File: config.mk
export PLATFORM = sky130hd
export DESIGN_NAME = controlador_display
export DESIGN_NICKNAME = d
export VERILOG_FILES = /design/src/rtl/controlador_display.sv
export SDC_FILE = /design/constraint.sdc
export NUM_CORES = 1
export LEC_CHECK = 0
export CORE_AREA = 5 5 59 55
export DETAILED_ROUTE_END_ITERATION = 10
export DIE_AREA = 0 0 64 60
export GPL_ROUTABILITY_DRIVEN = 0
export GPL_TIMING_DRIVEN = 0
export PLACE_DENSITY = 0.85
export REMOVE_ABC_BUFFERS = 1
export SLEW_MARGIN = 20
export SYNTH_ARGS = -nofsm -noshare
export SYNTH_HDL_FRONTEND = slang
export SYNTH_SLANG_ARGS = --single-unit
File: constraint.sdc
create_clock -name clk -period 2.1 [get_ports clk]
set_input_delay 0.42 -clock clk [delete_from_list [all_inputs] [get_ports clk]]
set_output_delay 0.42 -clock clk [all_outputs]
set_load 0.02 [all_outputs]
File: src/rtl/controlador_display.sv
// controlador_display: scan controller for a 4-digit multiplexed seven-segment display.
// Optional blanking gap between digits is enabled with `define CTRL_DISPLAY_BLANK_EN;
// without it the scan moves straight from one digit to the next.
module controlador_display #(
    parameter int unsigned BLANK_CYC = 8
) (
    input  logic        clk,
    input  logic        reset,
    input  logic        tick_mux,
    input  logic        tick_blink,
    input  logic [15:0] dados,
    input  logic [3:0]  blink_mask,
    output logic [6:0]  seg,
    output logic [3:0]  anodo,
    output logic [1:0]  digito_atual
);

    typedef enum logic [1:0] {ESPERA, ATIVO, APAGADO} state_t;

    if (BLANK_CYC < 1) begin : g_bad_blank
        $error("BLANK_CYC must be at least 1");
    end

    state_t      state, state_d;
    logic        s_mux, s_blink, prev_mux, edge_mux;
    logic [1:0]  dig_d;
    logic [3:0]  val, val_d;
    logic [6:0]  seg_d;
    logic [3:0]  anodo_d;

`ifdef CTRL_DISPLAY_BLANK_EN
    localparam int unsigned CW = $clog2(BLANK_CYC + 1);
    logic [CW-1:0] cnt, cnt_d;
`endif

    function automatic logic [6:0] decode(input logic [3:0] v);
        case (v)
            4'd0:    decode = 7'b1000000;
            4'd1:    decode = 7'b1111001;
            4'd2:    decode = 7'b0100100;
            4'd3:    decode = 7'b0110000;
            4'd4:    decode = 7'b0011001;
            4'd5:    decode = 7'b0010010;
            4'd6:    decode = 7'b0000010;
            4'd7:    decode = 7'b1111000;
            4'd8:    decode = 7'b0000000;
            4'd9:    decode = 7'b0010000;
            default: decode = 7'b0111111;
        endcase
    endfunction

    function automatic logic [3:0] pick(input logic [15:0] d, input logic [1:0] i);
        pick = d[{i, 2'b00} +: 4];
    endfunction

    assign edge_mux = s_mux & ~prev_mux;

    // Next state, digit snapshot, and the output values they imply
    always_comb begin
        state_d = state;
        dig_d   = digito_atual;
        val_d   = val;
`ifdef CTRL_DISPLAY_BLANK_EN
        cnt_d   = cnt;
`endif
        case (state)
            ESPERA: begin
                if (edge_mux) begin
                    state_d = ATIVO;
                    dig_d   = 2'd0;
                    val_d   = pick(dados, 2'd0);
                end
            end
            ATIVO: begin
                if (edge_mux) begin
                    dig_d = digito_atual + 2'd1;
`ifdef CTRL_DISPLAY_BLANK_EN
                    state_d = APAGADO;
                    cnt_d   = CW'(BLANK_CYC - 1);
`else
                    val_d = pick(dados, dig_d);
`endif
                end
            end
`ifdef CTRL_DISPLAY_BLANK_EN
            APAGADO: begin
                if (cnt == '0) begin
                    state_d = ATIVO;
                    val_d   = pick(dados, digito_atual);
                end else begin
                    cnt_d = cnt - CW'(1);
                end
            end
`endif
            default: state_d = ESPERA;
        endcase

        // Outputs are derived from the next state so they register alongside it
        seg_d   = '1;
        anodo_d = '1;
        if (state_d == ATIVO) begin
            seg_d = decode(val_d);
            if (!(blink_mask[dig_d] && !s_blink))
                anodo_d = ~(4'b0001 << dig_d);
        end
    end

    // State, sample registers and registered outputs
    always_ff @(posedge clk) begin
        s_blink <= tick_blink;
        if (reset) begin
            state        <= ESPERA;
            s_mux        <= 1'b1;
            prev_mux     <= 1'b1;
            val          <= '0;
            digito_atual <= '0;
            seg          <= '1;
            anodo        <= '1;
`ifdef CTRL_DISPLAY_BLANK_EN
            cnt          <= '0;
`endif
        end else begin
            state        <= state_d;
            s_mux        <= tick_mux;
            prev_mux     <= s_mux;
            val          <= val_d;
            digito_atual <= dig_d;
            seg          <= seg_d;
            anodo        <= anodo_d;
`ifdef CTRL_DISPLAY_BLANK_EN
            cnt          <= cnt_d;
`endif
        end
    end

endmodule

==> metrics.md, run 1 <==
| Metric | Value |
|---|---|
| Layout fillers | `216` |
| Initial DRC count | `27` |
| Predominant post-synthesis flop cell | `dfxtp_1` |
| Worst-Margin Slew | `0.520 ns` |
| Slew Limit Fails | `0` |
| Yosys top cell by area | `dfxtp_1` |
| Port bufs | `36` |
| Num CTS Buffers | `3` |
| Initial antenna violation count | `0` |
| Ys Warns | `0` |
| Routed len/inst | `16.2 um` |
| Period utilization | `97.9%` |
| DR vias/cell | `5.52` |
| Nets | `181` |
| Layout area overhead | `47.3%` |
| Root Buffer | `clkbuf_4` |
| Grt total ovfl | `0` |
| Core area | `2640 um^2` |
| Largest net degree at the start of global routing | `14` |
| Slowest-stage cell, CP | `or3b_4` |
| Share of the synthesized area in the top cell type | `40.9%` |
| Buf/Inv on CP | `1` |
| Fmax | `487 MHz` |
| Drt pass-1 iters | `4` |
| Worst EP arrival | `2.24 ns` |
| Slew HR | `65.1%` |
| Crit path time final | `2.06 ns` |
| DR DRC count | `0` |
| Finished Cell Area | `1590 um^2` |
| Kind of path behind the tightest hold check | `reg2reg` |
| Die X | `64 um` |
| Crit Path Category | `reg2reg` |
| Row count | `18` |
| Placed Instance Area | `1450 um^2` |
| Clock buffer depth | `2` |
| Most common cell after layout, fill and taps aside | `clkdlybuf4s50_1` |
| Post-route setup TNS | `0 ns` |
| CP Capture Type | `flop` |
| CTS Sinks | `22` |
| Sequential-to-total area share from yosys stat | `40.9%` |
| Share of layout cells above drive strength 1 | `25.7%` |
| Critical-path cell list | `or3b_4, or3_1, o221ai_4, inv_2, ha_1, nor3_2, o21ai_1` |
| Full die area | `3840 um^2` |
| Clk pin slew, worst setup/hold paths | `0.13 ns` |
| Largest stage delay on the critical path | `0.42 ns` |
| Clock Latency Late Sink | `0.31 ns` |
| Synth area leaders | `dfxtp_1, ha_1, nor2_1` |
| Ys async rst share | `0%` |
| Most frequent cells in the layout | `clkdlybuf4s50_1, dfxtp_1, nor2_1` |
| Maxcap violations | `0` |
| Mapped Area | `1080 um^2` |
| Library cells used by synthesis | `43` |
| Total Routing Usage GR | `14.2%` |
| Clk_skew | `0.00368 ns` |
| Static Leak | `0.584 nW` |
| First-pass GRT wire length | `4350 um` |
| Via count | `1005` |
| Hold Vio Cnt, Final | `0` |
| Synthesis-stage register bit count | `22` |
| Die H | `60 um` |
| EDFF count, synth | `0` |
| Cell family with most CP delay | `simple AND/OR/NAND/NOR gates` |
| Post-DP HPWL | `1960 um` |
| Critical Path Start Type | `flop` |
| Status | `completed` |
| Vias in the first global route | `968` |
| VDD IR max | `0.400 mV` |
| Worst Path Required | `2.28 ns` |
| Final setup fails | `0` |
| Antenna viol nets, final | `0` |
| Worst-path fanout max | `6` |
| Antenna diodes | `0` |
| Initial Util | `40.9%` |
| Fin Hold WS | `0.485 ns` |
| I/O pins | `37` |
| Drt total wl | `2940 um` |
| CTS tree | `yes` |
| Cts hold-fix bufs | `0` |
| Post-synthesis cell count | `109` |
| H-tree Lvls | `1` |
| Avg Synthesized Cell Area | `9.88 um^2` |
| PD cells | `567 nW/um^2` |
-- synth_stat cells, types with 2 or more instances --
cell type	number
a31oi_1	2
buf_6	2
dfxtp_1	22
ha_1	4
inv_2	2
mux2_1	2
mux2i_1	2
nand2_1	4
nand2b_1	5
nand3_1	6
nor2_1	11
nor2b_1	2
nor3_1	3
o21ai_0	3
o21ai_1	6
o221ai_2	2
o22a_1	3
or2_2	2
or3_1	2
-- state kept, by name (all words and copies together) (netlist names) --
| register | count |
|---|---|
| seg | 7 |
| anodo | 4 |
| val | 4 |
| digito_atual | 2 |
| state | 2 |
| prev_mux | 1 |
| s_blink | 1 |
| s_mux | 1 |
-- path summary, 6_finish.rpt --
path	from	to	slack [ns]	cells past startpoint
max	state[1]$_SDFF_PP0_	seg[5]$_SDFF_PP1_	0.04	7
min	s_mux$_SDFF_PP1_	prev_mux$_SDFF_PP1_	0.49	1
max reg2reg	state[1]$_SDFF_PP0_	seg[5]$_SDFF_PP1_	0.04	7
min reg2reg	s_mux$_SDFF_PP1_	prev_mux$_SDFF_PP1_	0.49	1
-- timing repair --
item | CTS | global route
buffers inserted | 0 | 6
resized for setup | 1 | 10
cloned | 0 | 0
setup endpoints to repair | 5 | 6
-- metal layers --
metal / global-route usage (%) / up-vias / part of all wire, % / wire length, um
li1: - / 478 / - / -
met2: 25.7 / 50 / 53 / 1570
met4: 7.12 / 0 / 1.7 / 49
met5: 0 / - / 0 / 0
met1: 16.7 / 471 / 38 / 1120
met3: 1.50 / 6 / 6.8 / 200
-- metrics by stage --
step	power [mW]	setup WS [ns]	instances	util, %
3_5_place_dp	0.566	-0.283	172	54.8
5_1_grt	0.924	-0.0305	182	60.2
3_3_place_gp	0.560	-0.202	172	54.8
6_report	0.899	0.0447	182	60.2
4_1_cts	0.880	0.000181	176	56.9
2_1_floorplan	0.502	0.00121	106	-
-- report_power, final --
group          internal, mW  switching, mW  total, mW
Combinational        0.0814         0.0552      0.137
Sequential            0.426        0.00889      0.435
Clock                 0.193          0.135      0.328
-- kinds of logic (layout without fill, tap and decap cells) --
family	Yosys count	in the layout	synth area share, %
other cells	1	1	0.348
compound gates	25	25	19.2
simple gates	47	47	26.5
mux	5	5	4.99
fa+ha+maj	4	4	4.65
buf+inv	5	48	3.48
flops	22	22	40.9
-- area by class of cell --
cell class | count | area, um^2 | share of cell area, %
Multi-Input combinational cell | 82 | 632 | 39.8
Sequential cell | 22 | 452 | 28.5
Timing Repair Buffer | 42 | 405 | 25.6
Tap cell | 30 | 37.5 | 2.37
Clock inverter | 1 | 30.0 | 1.89
Clock buffer | 3 | 22.5 | 1.42
Inverter | 2 | 7.51 | 0.473
Note: power is estimated with default switching activity, not from simulation.
==> run 2, diff against run 1 <==
--- a/config.mk
+++ b/config.mk
@@ -5,6 +5,7 @@
 export SDC_FILE = /design/constraint.sdc
 export NUM_CORES = 1
 export LEC_CHECK = 0
+export CAP_MARGIN = 10
 export CORE_AREA = 5 5 59 55
 export DETAILED_ROUTE_END_ITERATION = 10
 export DIE_AREA = 0 0 64 60
==> results of run 2 <==
Final layout, timing and power as in run 1 (identical DEF).
==> run 3, diff against run 2 <==
--- a/config.mk
+++ b/config.mk
@@ -6,12 +6,12 @@
 export NUM_CORES = 1
 export LEC_CHECK = 0
 export CAP_MARGIN = 10
-export CORE_AREA = 5 5 59 55
+export CORE_AREA = 5 5 65 61
 export DETAILED_ROUTE_END_ITERATION = 10
-export DIE_AREA = 0 0 64 60
+export DIE_AREA = 0 0 70 66
 export GPL_ROUTABILITY_DRIVEN = 0
 export GPL_TIMING_DRIVEN = 0
-export PLACE_DENSITY = 0.85
+export PLACE_DENSITY = 0.72
 export REMOVE_ABC_BUFFERS = 1
 export SLEW_MARGIN = 20
 export SYNTH_ARGS = -nofsm -noshare
==> constraint.sdc (replaced) <==
create_clock -name clk -period 2.2 [get_ports clk]
set_input_delay 0.44 -clock clk [delete_from_list [all_inputs] [get_ports clk]]
set_output_delay 0.44 -clock clk [all_outputs]
set_load 0.05 [all_outputs]
==> metrics.md, run 3 (synthesis gave the netlist of run 1 again) <==
| Metric | Value |
|---|---|
| Slew Limit Fails | `0 (unchanged)` |
| Via count | `925 (was 1005)` |
| CP Capture Type | `flop (unchanged)` |
| H-tree Lvls | `1 (unchanged)` |
| Routed len/inst | `12.9 um (was 16.2 um)` |
| Port bufs | `36 (unchanged)` |
| Final setup fails | `0 (unchanged)` |
| Worst-Margin Slew | `0.512 ns (was 0.520 ns)` |
| CTS tree | `yes (unchanged)` |
| Worst-path fanout max | `7 (was 6)` |
| Share of layout cells above drive strength 1 | `19.5% (was 25.7%)` |
| Full die area | `4620 um^2 (was 3840 um^2)` |
| Clock buffer depth | `2 (unchanged)` |
| PD cells | `499 nW/um^2 (was 567 nW/um^2)` |
| I/O pins | `37 (unchanged)` |
| Layout area overhead | `41.7% (was 47.3%)` |
| First-pass GRT wire length | `4150 um (was 4350 um)` |
| Drt total wl | `2490 um (was 2940 um)` |
| Clk_skew | `0.00654 ns (was 0.00368 ns)` |
| CTS Sinks | `22 (unchanged)` |
| Worst Reg-to-Reg Cells | `8 (was 7)` |
| Worst Path Required | `2.39 ns (was 2.28 ns)` |
| Max reg flops | `7 (unchanged)` |
| Worst EP arrival | `2.28 ns (was 2.24 ns)` |
| Initial Util | `33.1% (was 40.9%)` |
| Total Routing Usage GR | `11.1% (was 14.2%)` |
| Kind of path behind the tightest hold check | `reg2reg (unchanged)` |
| Hold Vio Cnt, Final | `0 (unchanged)` |
| Fin Hold WS | `0.522 ns (was 0.485 ns)` |
| Maxcap violations | `0 (unchanged)` |
| Grt total ovfl | `0 (unchanged)` |
| Clock Latency Late Sink | `0.31 ns (about the same)` |
| Post-DP HPWL | `1960 um (about the same)` |
| Finished Cell Area | `1530 um^2 (was 1590 um^2)` |
| Most frequent cells in the layout | `clkdlybuf4s50_1, dfxtp_1, nor2_1, nand3_1, o21ai_1 (was clkdlybuf4s50_1, dfxtp_1, nor2_1)` |
| Crit Path Category | `reg2reg (unchanged)` |
| Hold Crit Depth | `1 (unchanged)` |
| DR vias/cell | `4.79 (was 5.52)` |
| Largest net degree at the start of global routing | `13 (was 14)` |
| Row count | `20 (was 18)` |
| Cts hold-fix bufs | `0 (unchanged)` |
| Unrepaired setup endpoints after global routing | `no` |
| Fmax | `479 MHz (was 487 MHz)` |
| Largest Register | `seg (unchanged)` |
| Static Leak | `0.582 nW (was 0.584 nW)` |
| Largest registers | `seg x7, anodo x4, val x4 (unchanged)` |
| VDD IR max | `0.171 mV (was 0.400 mV)` |
| Slew HR | `65.8% (was 65.1%)` |
| Initial antenna violation count | `0 (unchanged)` |
| Nets | `178 (was 181)` |
| Status | `completed (unchanged)` |
| Antenna diodes | `0 (unchanged)` |
| Crit path time final | `2.09 ns (was 2.06 ns)` |
| Clk pin slew, worst setup/hold paths | `0.13 ns (about the same)` |
| Most common cell after layout, fill and taps aside | `clkdlybuf4s50_1 (unchanged)` |
| Vias in the first global route | `933 (was 968)` |
| DR DRC count | `0 (unchanged)` |
| Period utilization | `94.9% (was 97.9%)` |
| Die X | `70 um (was 64 um)` |
| Drt pass-1 iters | `4 (unchanged)` |
| Root Buffer | `clkbuf_4 (unchanged)` |
| Die H | `66 um (was 60 um)` |
| Pwr Total | `762 uW (was 899 uW)` |
| Placed Instance Area | `1460 um^2 (was 1450 um^2)` |
| Num CTS Buffers | `3 (unchanged)` |
| Antenna viol nets, final | `0 (unchanged)` |
| Core area | `3250 um^2 (was 2640 um^2)` |
| Initial DRC count | `42 (was 27)` |
| Critical Path Start Type | `flop (unchanged)` |
run 3: cell count changes in the layout (fill, tap and decap cells not counted), moves of 2 or more:
cell             before  now
dfxtp_1              17   21
buf_4                 6    3
clkdlybuf4s50_1      36   34
dfxtp_2               3    0
run 3: final cells by class:
class                   instances  area, um^2
flip-flops and latches         22         444
well taps                      44        55.1
repair buffers                 39         384
inverters                       2        7.51
clock buffers                   4        36.3
fillers                       307        1730
multi-input cells              82         599
run 3: per-stage QoR:
stage | setup TNS (ns) | util (%) | setup WS, ns | std cells
after floorplan | -0.270 | - | -0.111 | 106
after global placement | -0.385 | 45.0 | -0.131 | 186
after detailed placement | -0.647 | 45.0 | -0.181 | 186
after CTS | 0 | 46.1 | 0.0205 | 190
after global routing | 0 | 46.9 | 0.00277 | 193
final | 0 | 46.9 | 0.112 | 193
run 3: routing by layer:
| metal | global-route usage (%) | vias to the layer above | part of all wire, % |
|---|---|---|---|
| met4 | 5.02 | 0 | 1.8 |
| met3 | 2.28 | 4 | 4.9 |
| li1 | - | 471 | - |
| met2 | 19.7 | 29 | 50 |
| met1 | 13.0 | 421 | 43 |
| met5 | 0 | - | 0 |
run 3: timing repair:
action / 4_1_cts / 5_1_grt
pin swaps: 0 / 1
setup endpoints to repair: 3 / 4
buffers inserted: 0 / 3
gates resized for setup: 2 / 2
run 3: power by group:
group / internal (mW) / switching (mW)
Sequential: 0.407 / 0.00793
Combinational: 0.0707 / 0.0520
Clock: 0.101 / 0.124
run 3: final timing paths:
check / from / slack (ns) / endpoint
worst max-delay path: state[1]$_SDFF_PP0_ / 0.11 / seg[1]$_SDFF_PP1_
worst min-delay path: s_mux$_SDFF_PP1_ / 0.52 / prev_mux$_SDFF_PP1_
worst max register to register: state[1]$_SDFF_PP0_ / 0.11 / seg[1]$_SDFF_PP1_
worst min register to register: s_mux$_SDFF_PP1_ / 0.52 / prev_mux$_SDFF_PP1_
run 3: critical path, stage by stage, from the launching register on:
cell      delay (ns)
dfxtp_1         0.41
or3b_4          0.44
or3_4           0.39
o221ai_4        0.12
inv_2           0.10
ha_1            0.32
nand2_1         0.05
o21ai_1         0.08
nand2_1         0.06
